[config.mk]
export PLATFORM = sky130hd
export DESIGN_NAME = colourise_ctrl_flat
export DESIGN_NICKNAME = d
export VERILOG_FILES = /design/src/rtl/colourise_ctrl_if.sv /design/src/rtl/colourise_ctrl.sv /design/src/flat_wrapper.sv
export SDC_FILE = /design/constraint.sdc
export NUM_CORES = 1
export LEC_CHECK = 0
export CAP_MARGIN = 20
export CORE_ASPECT_RATIO = 1.4
export CORE_MARGIN = 2
export CORE_UTILIZATION = 50
export DETAILED_ROUTE_END_ITERATION = 8
export GPL_TIMING_DRIVEN = 0
export PLACE_DENSITY = 0.86
export SYNTH_ARGS = -nofsm -noshare
export SYNTH_HDL_FRONTEND = slang
export SYNTH_SLANG_ARGS = --single-unit
[constraint.sdc]
create_clock -name PixelClk -period 2.9 [get_ports PixelClk]
set_input_delay 0.725 -clock PixelClk [delete_from_list [all_inputs] [get_ports PixelClk]]
set_output_delay 0.725 -clock PixelClk [all_outputs]
set_load 0.05 [all_outputs]
[src/rtl/colourise_ctrl_if.sv]
// colourise_ctrl_if -- configuration request channel for colourise_ctrl.
//
// Signals:
//   cfg_valid  requester marks a configuration request
//   cfg_ready  controller can accept a request this cycle
//   cfg_mode   requested colourise mode (3 bits)
//   cfg_auto   1 requests auto-cycling through modes 0..MODE_MAX
//   cfg_dwell  frames per auto-cycle step (0 behaves as 1)
//
// Modports: master (requester side), slave (controller side).
interface colourise_ctrl_if;
  logic       cfg_valid;
  logic       cfg_ready;
  logic [2:0] cfg_mode;
  logic       cfg_auto;
  logic [7:0] cfg_dwell;

  modport master (
    output cfg_valid,
    output cfg_mode,
    output cfg_auto,
    output cfg_dwell,
    input  cfg_ready
  );

  modport slave (
    input  cfg_valid,
    input  cfg_mode,
    input  cfg_auto,
    input  cfg_dwell,
    output cfg_ready
  );
endinterface

[src/rtl/colourise_ctrl.sv]
// colourise_ctrl -- frame-synchronous mode controller for the colourise datapath.
//
// Configuration requests are accepted on the cfg channel and applied only on a
// frame boundary (rising into the active vsync level). In auto mode the output
// mode steps 0..MODE_MAX every max(dwell,1) frames.
//
// Ports:
//   PixelClk     pixel clock, all state on its rising edge
//   aRst         asynchronous active-high reset
//   vid_pVSync   video vertical sync (active level = VSYNC_POL)
//   cfg          configuration request channel (colourise_ctrl_if.slave)
//   mode_out     mode for the colourise datapath
//   frame_start  one-cycle pulse per frame boundary
//   pending      an accepted request is waiting for a frame boundary
//   frame_cnt    frame counter (constant 0 unless enabled)
//
// Optional feature: define COLOURISE_CTRL_FRAME_CNT_EN to build the 16-bit
// wrapping frame counter.
module colourise_ctrl #(
  parameter bit         VSYNC_POL = 1'b1,
  parameter logic [2:0] MODE_MAX  = 3'd1
) (
  input  logic                    PixelClk,
  input  logic                    aRst,
  input  logic                    vid_pVSync,
  colourise_ctrl_if.slave         cfg,
  output logic [2:0]              mode_out,
  output logic                    frame_start,
  output logic                    pending,
  output logic [15:0]             frame_cnt
);

  typedef enum logic [1:0] {StIdle, StPending, StAuto} state_e;

  state_e     state_q, state_d;
  logic       vsync_q;
  logic       fb;
  logic       accept;
  logic       frame_start_q;
  logic [2:0] mode_q, mode_d;
  logic [2:0] lat_mode_q, lat_mode_d;
  logic       lat_auto_q, lat_auto_d;
  logic [7:0] lat_dwell_q, lat_dwell_d;
  logic [7:0] dwell_cnt_q, dwell_cnt_d;
  logic [7:0] dwell_eff;
  logic [8:0] dwell_inc;
  logic [2:0] mode_clamped;

  assign fb        = (vid_pVSync == VSYNC_POL) && (vsync_q != VSYNC_POL);
  assign cfg.cfg_ready = (state_q != StPending);
  assign accept    = cfg.cfg_valid && cfg.cfg_ready;
  assign pending   = (state_q == StPending);
  assign mode_out  = mode_q;
  assign frame_start = frame_start_q;

  assign dwell_eff    = (lat_dwell_q == 8'd0) ? 8'd1 : lat_dwell_q;
  assign dwell_inc    = {1'b0, dwell_cnt_q} + 9'd1;
  assign mode_clamped = (lat_mode_q > MODE_MAX) ? MODE_MAX : lat_mode_q;

  always_comb begin
    state_d     = state_q;
    mode_d      = mode_q;
    lat_mode_d  = lat_mode_q;
    lat_auto_d  = lat_auto_q;
    lat_dwell_d = lat_dwell_q;
    dwell_cnt_d = dwell_cnt_q;

    // A request accepted on a boundary cycle is deliberately not applied on
    // that boundary; it waits in StPending for the next one.
    if (accept) begin
      lat_mode_d  = cfg.cfg_mode;
      lat_auto_d  = cfg.cfg_auto;
      lat_dwell_d = cfg.cfg_dwell;
      state_d     = StPending;
    end

    unique case (state_q)
      StIdle: begin
        // mode holds; boundaries only pulse frame_start
      end
      StPending: begin
        if (fb) begin
          // Manual mode passes out-of-range modes through; auto starts clamped.
          mode_d      = lat_auto_q ? mode_clamped : lat_mode_q;
          dwell_cnt_d = 8'd0;
          state_d     = lat_auto_q ? StAuto : StIdle;
        end
      end
      StAuto: begin
        // An accepted request freezes cycling until it is applied.
        if (fb && !accept) begin
          if (dwell_inc >= {1'b0, dwell_eff}) begin
            dwell_cnt_d = 8'd0;
            mode_d      = (mode_q >= MODE_MAX) ? 3'd0 : mode_q + 3'd1;
          end else begin
            dwell_cnt_d = dwell_inc[7:0];
          end
        end
      end
      default: state_d = StIdle;
    endcase
  end

  always_ff @(posedge PixelClk or posedge aRst) begin
    if (aRst) begin
      state_q       <= StIdle;
      // Reset to the inactive level so vsync held active at release is a boundary.
      vsync_q       <= ~VSYNC_POL;
      frame_start_q <= 1'b0;
      mode_q        <= 3'd0;
      lat_mode_q    <= 3'd0;
      lat_auto_q    <= 1'b0;
      lat_dwell_q   <= 8'd0;
      dwell_cnt_q   <= 8'd0;
    end else begin
      state_q       <= state_d;
      vsync_q       <= vid_pVSync;
      frame_start_q <= fb;
      mode_q        <= mode_d;
      lat_mode_q    <= lat_mode_d;
      lat_auto_q    <= lat_auto_d;
      lat_dwell_q   <= lat_dwell_d;
      dwell_cnt_q   <= dwell_cnt_d;
    end
  end

`ifdef COLOURISE_CTRL_FRAME_CNT_EN
  logic [15:0] frame_cnt_q;

  always_ff @(posedge PixelClk or posedge aRst) begin
    if (aRst) begin
      frame_cnt_q <= 16'd0;
    end else if (fb) begin
      frame_cnt_q <= frame_cnt_q + 16'd1;
    end
  end

  assign frame_cnt = frame_cnt_q;
`else
  assign frame_cnt = 16'd0;
`endif

endmodule

[src/flat_wrapper.sv]
// flat-port wrapper written by rule: the top's interface ports become plain ports
module colourise_ctrl_flat 
#(
  parameter bit         VSYNC_POL = 1'b1,
  parameter logic [2:0] MODE_MAX  = 3'd1
)
  (PixelClk, aRst, vid_pVSync, mode_out, frame_start, pending, frame_cnt, cfg_cfg_valid, cfg_cfg_mode, cfg_cfg_auto, cfg_cfg_dwell, cfg_cfg_ready);
  colourise_ctrl_if cfg_i ();
  input  logic PixelClk;
  input  logic aRst;
  input  logic vid_pVSync;
  output logic [2:0] mode_out;
  output logic frame_start;
  output logic pending;
  output logic [15:0] frame_cnt;
  input wire logic [$bits(cfg_i.cfg_valid)-1:0] cfg_cfg_valid;
  input wire logic [$bits(cfg_i.cfg_mode)-1:0] cfg_cfg_mode;
  input wire logic [$bits(cfg_i.cfg_auto)-1:0] cfg_cfg_auto;
  input wire logic [$bits(cfg_i.cfg_dwell)-1:0] cfg_cfg_dwell;
  output wire logic [$bits(cfg_i.cfg_ready)-1:0] cfg_cfg_ready;
  assign cfg_i.cfg_valid = cfg_cfg_valid;
  assign cfg_i.cfg_mode = cfg_cfg_mode;
  assign cfg_i.cfg_auto = cfg_cfg_auto;
  assign cfg_i.cfg_dwell = cfg_cfg_dwell;
  assign cfg_cfg_ready = cfg_i.cfg_ready;
  colourise_ctrl #(.VSYNC_POL(VSYNC_POL), .MODE_MAX(MODE_MAX)) u_core (.PixelClk(PixelClk), .aRst(aRst), .vid_pVSync(vid_pVSync), .cfg(cfg_i), .mode_out(mode_out), .frame_start(frame_start), .pending(pending), .frame_cnt(frame_cnt));
endmodule
==> impl_metrics.json <==
{
  "status": "complete, no violations",
  "antenna_found_initial": 0,
  "hpwl_um": 2660,
  "hp-class": "flop to flop",
  "hold-worst-slack_ns": 0.521,
  "total_power_mw": 1.74,
  "relSlewSlack": 0.656,
  "synth.avg_cell_area_um2": 9.29,
  "cts_buffers": 3,
  "dp.cells": 263,
  "pwr-share-clk": 0.124,
  "r2r_end": "u_core.mode_out[0]",
  "comb_power_share": 0.540,
  "leakagePower_nw": 1.02,
  "register_area_um2": 677,
  "max_clock_freq_mhz": 365,
  "cts.sinks": 27,
  "cts_max_path_buffers": 2,
  "whs_path_depth": 1,
  "power_switching_share": 0.440,
  "ir_drop_v": 0.000752,
  "critPathLaunchType": "flop",
  "arrival_ns": 2.90,
  "dieHeight_um": 73.7,
  "cts.clk_slew.worst_paths_ns": 0.09,
  "cts-root-buf": "clkbuf_8",
  "maxCapViolCount": 0,
  "n_fill_cell": 274,
  "rows": 25,
  "via_per_inst": 5.08,
  "synth-seq-cells": 27,
  "tns_ns": 0,
  "dieArea_um2": 3970,
  "grt-ovfl-total": 0,
  "cp-end-kind": "flop",
  "drive_gt1_frac": 0.170,
  "r2r_start": "u_core.dwell_cnt_q[0]",
  "cp_max_fo": 7,
  "min_to": "u_core.lat_dwell_q[0]",
  "maxSlewViolCount": 0,
  "area_delta_synth_final_pct": 23.5,
  "diodes": 0,
  "grt_pass1_vias": 1302,
  "ios": 38,
  "r2r_cells": 10,
  "synth_area_um2": 1740,
  "grt_usage": 0.190,
  "route.vias.total": 1367,
  "final_common_cell": "nand2_1",
  "dr.pass1.iters": 4,
  "final_util": 0.641,
  "finalCritPeriodShare": 0.946,
  "finalHoldViolCount": 0,
  "switchingPower_mw": 0.766,
  "ant_nets": 0,
  "internal_power_mw": 0.975,
  "synthCells": 187,
  "most-common-layout-cells": "27 x nand2_1, 26 x dfrtp_1, 21 x clkdlybuf4s50_1, 18 x inv_1, 17 x buf_4",
  "core_um2": 3350,
  "wl_per_cell_um": 12.6,
  "setup_viol": 0,
  "nets": 261,
  "power.density_nw_per_um2": 812,
  "required_ns": 3.06,
  "yosys_warnings": 0,
  "synth_cell_type_count": 44,
  "worstSkewPairLatency_ns": 0.27,
  "p_seq_frac": 0.336,
  "gp_congestion": 0.872,
  "worstMarginPinSlew_ns": 0.515,
  "seq_area_frac_synth": 0.389,
  "crit_type": "flop to flop",
  "initial_utilization": 0.519,
  "grt_max_degree": 28,
  "worstHoldStart": "u_core.lat_dwell_q[0]",
  "fin_skew_ns": 0.00184,
  "finalNonFillerCells": 269,
  "remaining_drc_errors": 0,
  "grt_pass1_wl_um": 5600,
  "die_w_um": 53.8,
  "rrSetupSlack_ns": 0.16,
  "multi_input_area_um2": 920,
  "port_buffers": 21,
  "drt_wl_total_um": 3380,
  "cts_tree": "built",
  "post-route-min-period_ns": 2.74,
  "drtIter0Drc": 21,
  "cts_htree_levels": 1,
  "rsz0062_at_grt": "no"
}
==> cells in the mapped netlist (all sizes together) <==
| library cell | number | share of area |
|---|---|---|
| or3 | 3 | 0.011 |
| buf | 18 | 0.079 |
| and3 | 1 | 0.0036 |
| and4b | 1 | 0.0058 |
| xor2 | 2 | 0.010 |
| conb | 1 | 0.0022 |
| nor2b | 4 | 0.014 |
| nor3b | 1 | 0.011 |
| mux2 | 7 | 0.045 |
| and2 | 2 | 0.0072 |
| o211ai | 1 | 0.0043 |
| o21a | 2 | 0.0086 |
| nand4b | 1 | 0.0050 |
| or2 | 2 | 0.0072 |
| a21oi | 4 | 0.018 |
| inv | 18 | 0.039 |
| ha | 15 | 0.11 |
| o32ai | 1 | 0.0050 |
| a211oi | 1 | 0.0043 |
| o21ai | 14 | 0.040 |
| xnor2 | 1 | 0.0050 |
| o22ai | 3 | 0.014 |
| nand4 | 3 | 0.014 |
| dfrtp | 27 | 0.39 |
| nand2 | 28 | 0.062 |
| a31oi | 3 | 0.011 |
| clkbuf | 1 | 0.0022 |
| nor2 | 7 | 0.015 |
| nor4 | 1 | 0.0036 |
| a41o | 1 | 0.0058 |
| nor3 | 3 | 0.012 |
| mux2i | 1 | 0.0058 |
| o2bb2ai | 1 | 0.0050 |
| nand2b | 1 | 0.0036 |
| nand3 | 7 | 0.023 |
==> worst max-delay path, stage by stage, from the launching register on <==
cell and delay, ns:
dfrtp_2 0.41, ha_2 0.24, nand3_4 0.12, or3_1 0.36
nand2_1 0.09, ha_1 0.24, and3_1 0.21, nor2b_1 0.17
nor3b_4 0.33, a21oi_4 0.12, mux2_1 0.33
==> registers in the layout (all words and copies together), names as in the netlist <==
register / cells
u_core.lat_dwell_q: 8
u_core.lat_auto_q: 1
u_core.frame_start: 1
u_core.dwell_cnt_q: 8
u_core.lat_mode_q: 3
u_core.vsync_q: 1
u_core.state_q: 2
u_core.mode_out: 3
==> routing by layer <==
layer  vias to the layer above  global-route usage  share of wire
li1                        692                   -              -
met1                       644               0.225           0.41
met2                        25               0.335           0.54
met3                         6              0.0183          0.022
met4                         0              0.0855          0.022
met5                         -                   0              0
==> layout make-up <==
cell class,count,share of cell area
tap,40,0.0233
multi-input combinational,138,0.429
sequential,27,0.316
inverter,18,0.0315
buffer,19,0.0653
timing repair buffer,23,0.114
clock buffer,4,0.0210
==> timing repair <==
item,CTS,global route
resized for setup,0,3
endpoints found under the hold margin,0,0
setup buffers,0,1
hold buffers,0,0
endpoints found under the setup margin,0,7
==> metrics by stage <==
step | cell area (um2) | setup WS [ns]
2_1_floorplan | 1790 | 0.302
3_3_place_gp | 2050 | 0.106
3_5_place_dp | 2050 | 0.0352
4_1_cts | 2100 | 0.0156
5_1_grt | 2140 | 0.00422
6_report | 2140 | 0.158
==> cells by family (layout without fill, tap and decap cells) <==
group	count (synthesis)	count (layout)	synth area share
simple gates	65	65	0.198
fa+ha+maj	15	15	0.108
flops	27	27	0.389
other cells	1	16	0.00216
compound gates	31	31	0.117
buf+inv	37	64	0.120
xor+xnor	3	3	0.0151
mux	8	8	0.0511
==> power by group through the flow <==
stage               Combinational (mW)  Clock [mW]  Sequential, mW
finish                           0.940       0.215           0.585
floorplan                        0.651           0           0.633
global placement                 0.895           0           0.585
detailed placement               0.933           0           0.590
global route                      1.03       0.230           0.601
CTS                              0.935       0.217           0.582
==> worst max path at each step <==
stage	to	from	cells after the start
floorplan	u_core.mode_out[0]	u_core.dwell_cnt_q[0]	10
global placement	u_core.mode_out[2]	u_core.dwell_cnt_q[0]	10
detailed placement	u_core.mode_out[0]	u_core.dwell_cnt_q[0]	10
CTS	u_core.mode_out[0]	u_core.dwell_cnt_q[0]	10
global route	u_core.mode_out[0]	u_core.dwell_cnt_q[2]	9
finish	u_core.mode_out[0]	u_core.dwell_cnt_q[0]	10
Note: power is estimated with default switching activity, not from simulation.
==> RTL edit, RTL diff (config.mk and constraints unchanged) <==
The 3 states of `state_e` get a one-hot encoding in 3 bits.
--- a/src/rtl/colourise_ctrl.sv
+++ b/src/rtl/colourise_ctrl.sv
@@ -30,7 +30,7 @@
   output logic [15:0]             frame_cnt
 );
 
-  typedef enum logic [1:0] {StIdle, StPending, StAuto} state_e;
+  typedef enum logic [2:0] {StIdle = 3'b001, StPending = 3'b010, StAuto = 3'b100} state_e;
 
   state_e     state_q, state_d;
   logic       vsync_q;
Check against the original RTL: same outputs for any inputs over 10 cycles, from zero or initial values and one cycle with aRst high; not proved beyond that.
==> RTL edit against the unedited design <==
  * Final area up 0.87%
  * Sequential share of layout area up 0.88 points
  * Synthesized area down 1.1%
  * Via count down 3.3%
  * Setup slack worse by 0.054 ns
  * Fmax down 1.9%
  * Routed wire length down 0.24%
  * Clock power up 46%
  * Power down 13%
  * Sequential cell count up 1
  * Largest cell class unchanged
  * Largest power group unchanged
==> RTL edit: results (changes against the unedited design) <==
status:
  outcome: "completed"
logic_synthesis:
  netlist_top_cells_count: "dfrtp_1, inv_1, buf_4"
  synth_cells: 173  # -7.5%
  ys_ff_latch: 28  # +3.7%
  yosysSeqAreaShare_pct: 40.9  # +2.0 points
  synth_area_leaders: "dfrtp_1, ha_1, mux2_2, buf_4, inv_1"
  synth_cell_types: 42  # -4.5%
  synth_area_per_cell_sq_um: 9.93  # +6.9%
power:
  pg_clk_mw: 0.314  # +46%
  power.leakage_nw: 1.05  # +2.7%
  irDropWorstVdd_v: 0.000372  # -51%
  pg_seq_mw: 0.598  # +2%
  internal-power_mw: 0.941  # -3.5%
finish:
  num-multi-input-gates: 123  # -11%
  nClkBuffers: 3  # -1
  signal_buffers: 44  # +4.8%
  multi_input_area_share_pct: 40.5  # -2.3 points
  seq_share_pct: 32.4  # +0.88 points
  fillCellCount: 259  # -5.5%
  clkCellAreaFrac_pct: 3.30  # +1.2 points
  seqCellArea_sq_um: 702  # +3.7%
  post_route_cells_drive_above_1_share_pct: 23.5  # +6.5 points
hold_path:
  hold_end: "u_core.lat_dwell_q[1]"
  hold_start: "u_core.lat_dwell_q[1]"
clocking:
  htree_levels: 1  # unchanged
global_route:
  grt_pass1_wl_mm: 5.27  # -5.8%
  grt_pass1_vias: 1204  # -7.5%
  grt_max_degree: 29  # +3.6%
  grt_use_total_pct: 18.0  # -0.97 points
detailed_routing:
  dr.first_iter.drc_count: 48  # +130%
  wl_per_cell_um: 13.1  # +4.4%
  vias: 1322  # -3.3%
  wl_mm: 3.38  # -0.24%
critical_path:
  cpPeakStageDelay_ns: 0.44  # +0.03 ns
  worstPathMaxFanout: 5  # -2
  r2r_start: "u_core.dwell_cnt_q[0]"
  crit_slowest_cell: "dfrtp_1"
  reg2regPathDepth: 11  # +1
  critical_path_arrival_ns: 3.01  # +0.11 ns
  r2r_slack_ns: 0.10  # -0.05 ns
sta:
  holdWs_ns: 0.517  # -0.00406 ns
  fin_skew_ns: 0.00278  # +0.000940 ns
  period_share_pct: 96.4  # +1.9 points
placement:
  hpwl_mm: 2.40  # -9.6%
  placed_cells: 249  # -5.3%
  place.gp.congestion: 0.805  # -7.7%
  dp_slack_ns: 0.0879  # +0.0527 ns
==> RTL edit: cell count changes in the layout (fill, tap and decap cells not counted), sizes merged, moves of 4 or more <==
cell   delta
a21oi     +5
ha        -4
mux2      +7
nand2    -14
o21ai     -4
==> RTL edit: cell families (layout without fill, tap and decap cells) <==
kind of cell	Yosys count	count (layout)	share of synthesized area, %
simple gates	45	45	14.0
buf+inv	37	66	11.8
other cells	1	16	0.218
fa+ha+maj	11	11	8.01
flops	28	28	40.9
mux	15	15	10.2
compound gates	31	31	12.4
xor+xnor	5	5	2.55
==> RTL edit: layer usage <==
layer | GRT usage (%) | share of wire, % | vias to the layer above
met4 | 8.83 | 2.5 | 0
met2 | 29.5 | 52 | 39
met5 | 0 | 0 | -
met3 | 1.42 | 3.8 | 8
met1 | 23.6 | 42 | 618
li1 | - | - | 657
==> RTL edit: timing repair <==
item | in CTS | in global routing
setup endpoints to repair | 0 | 2
setup buffers | 0 | 3
resized for setup | 0 | 1
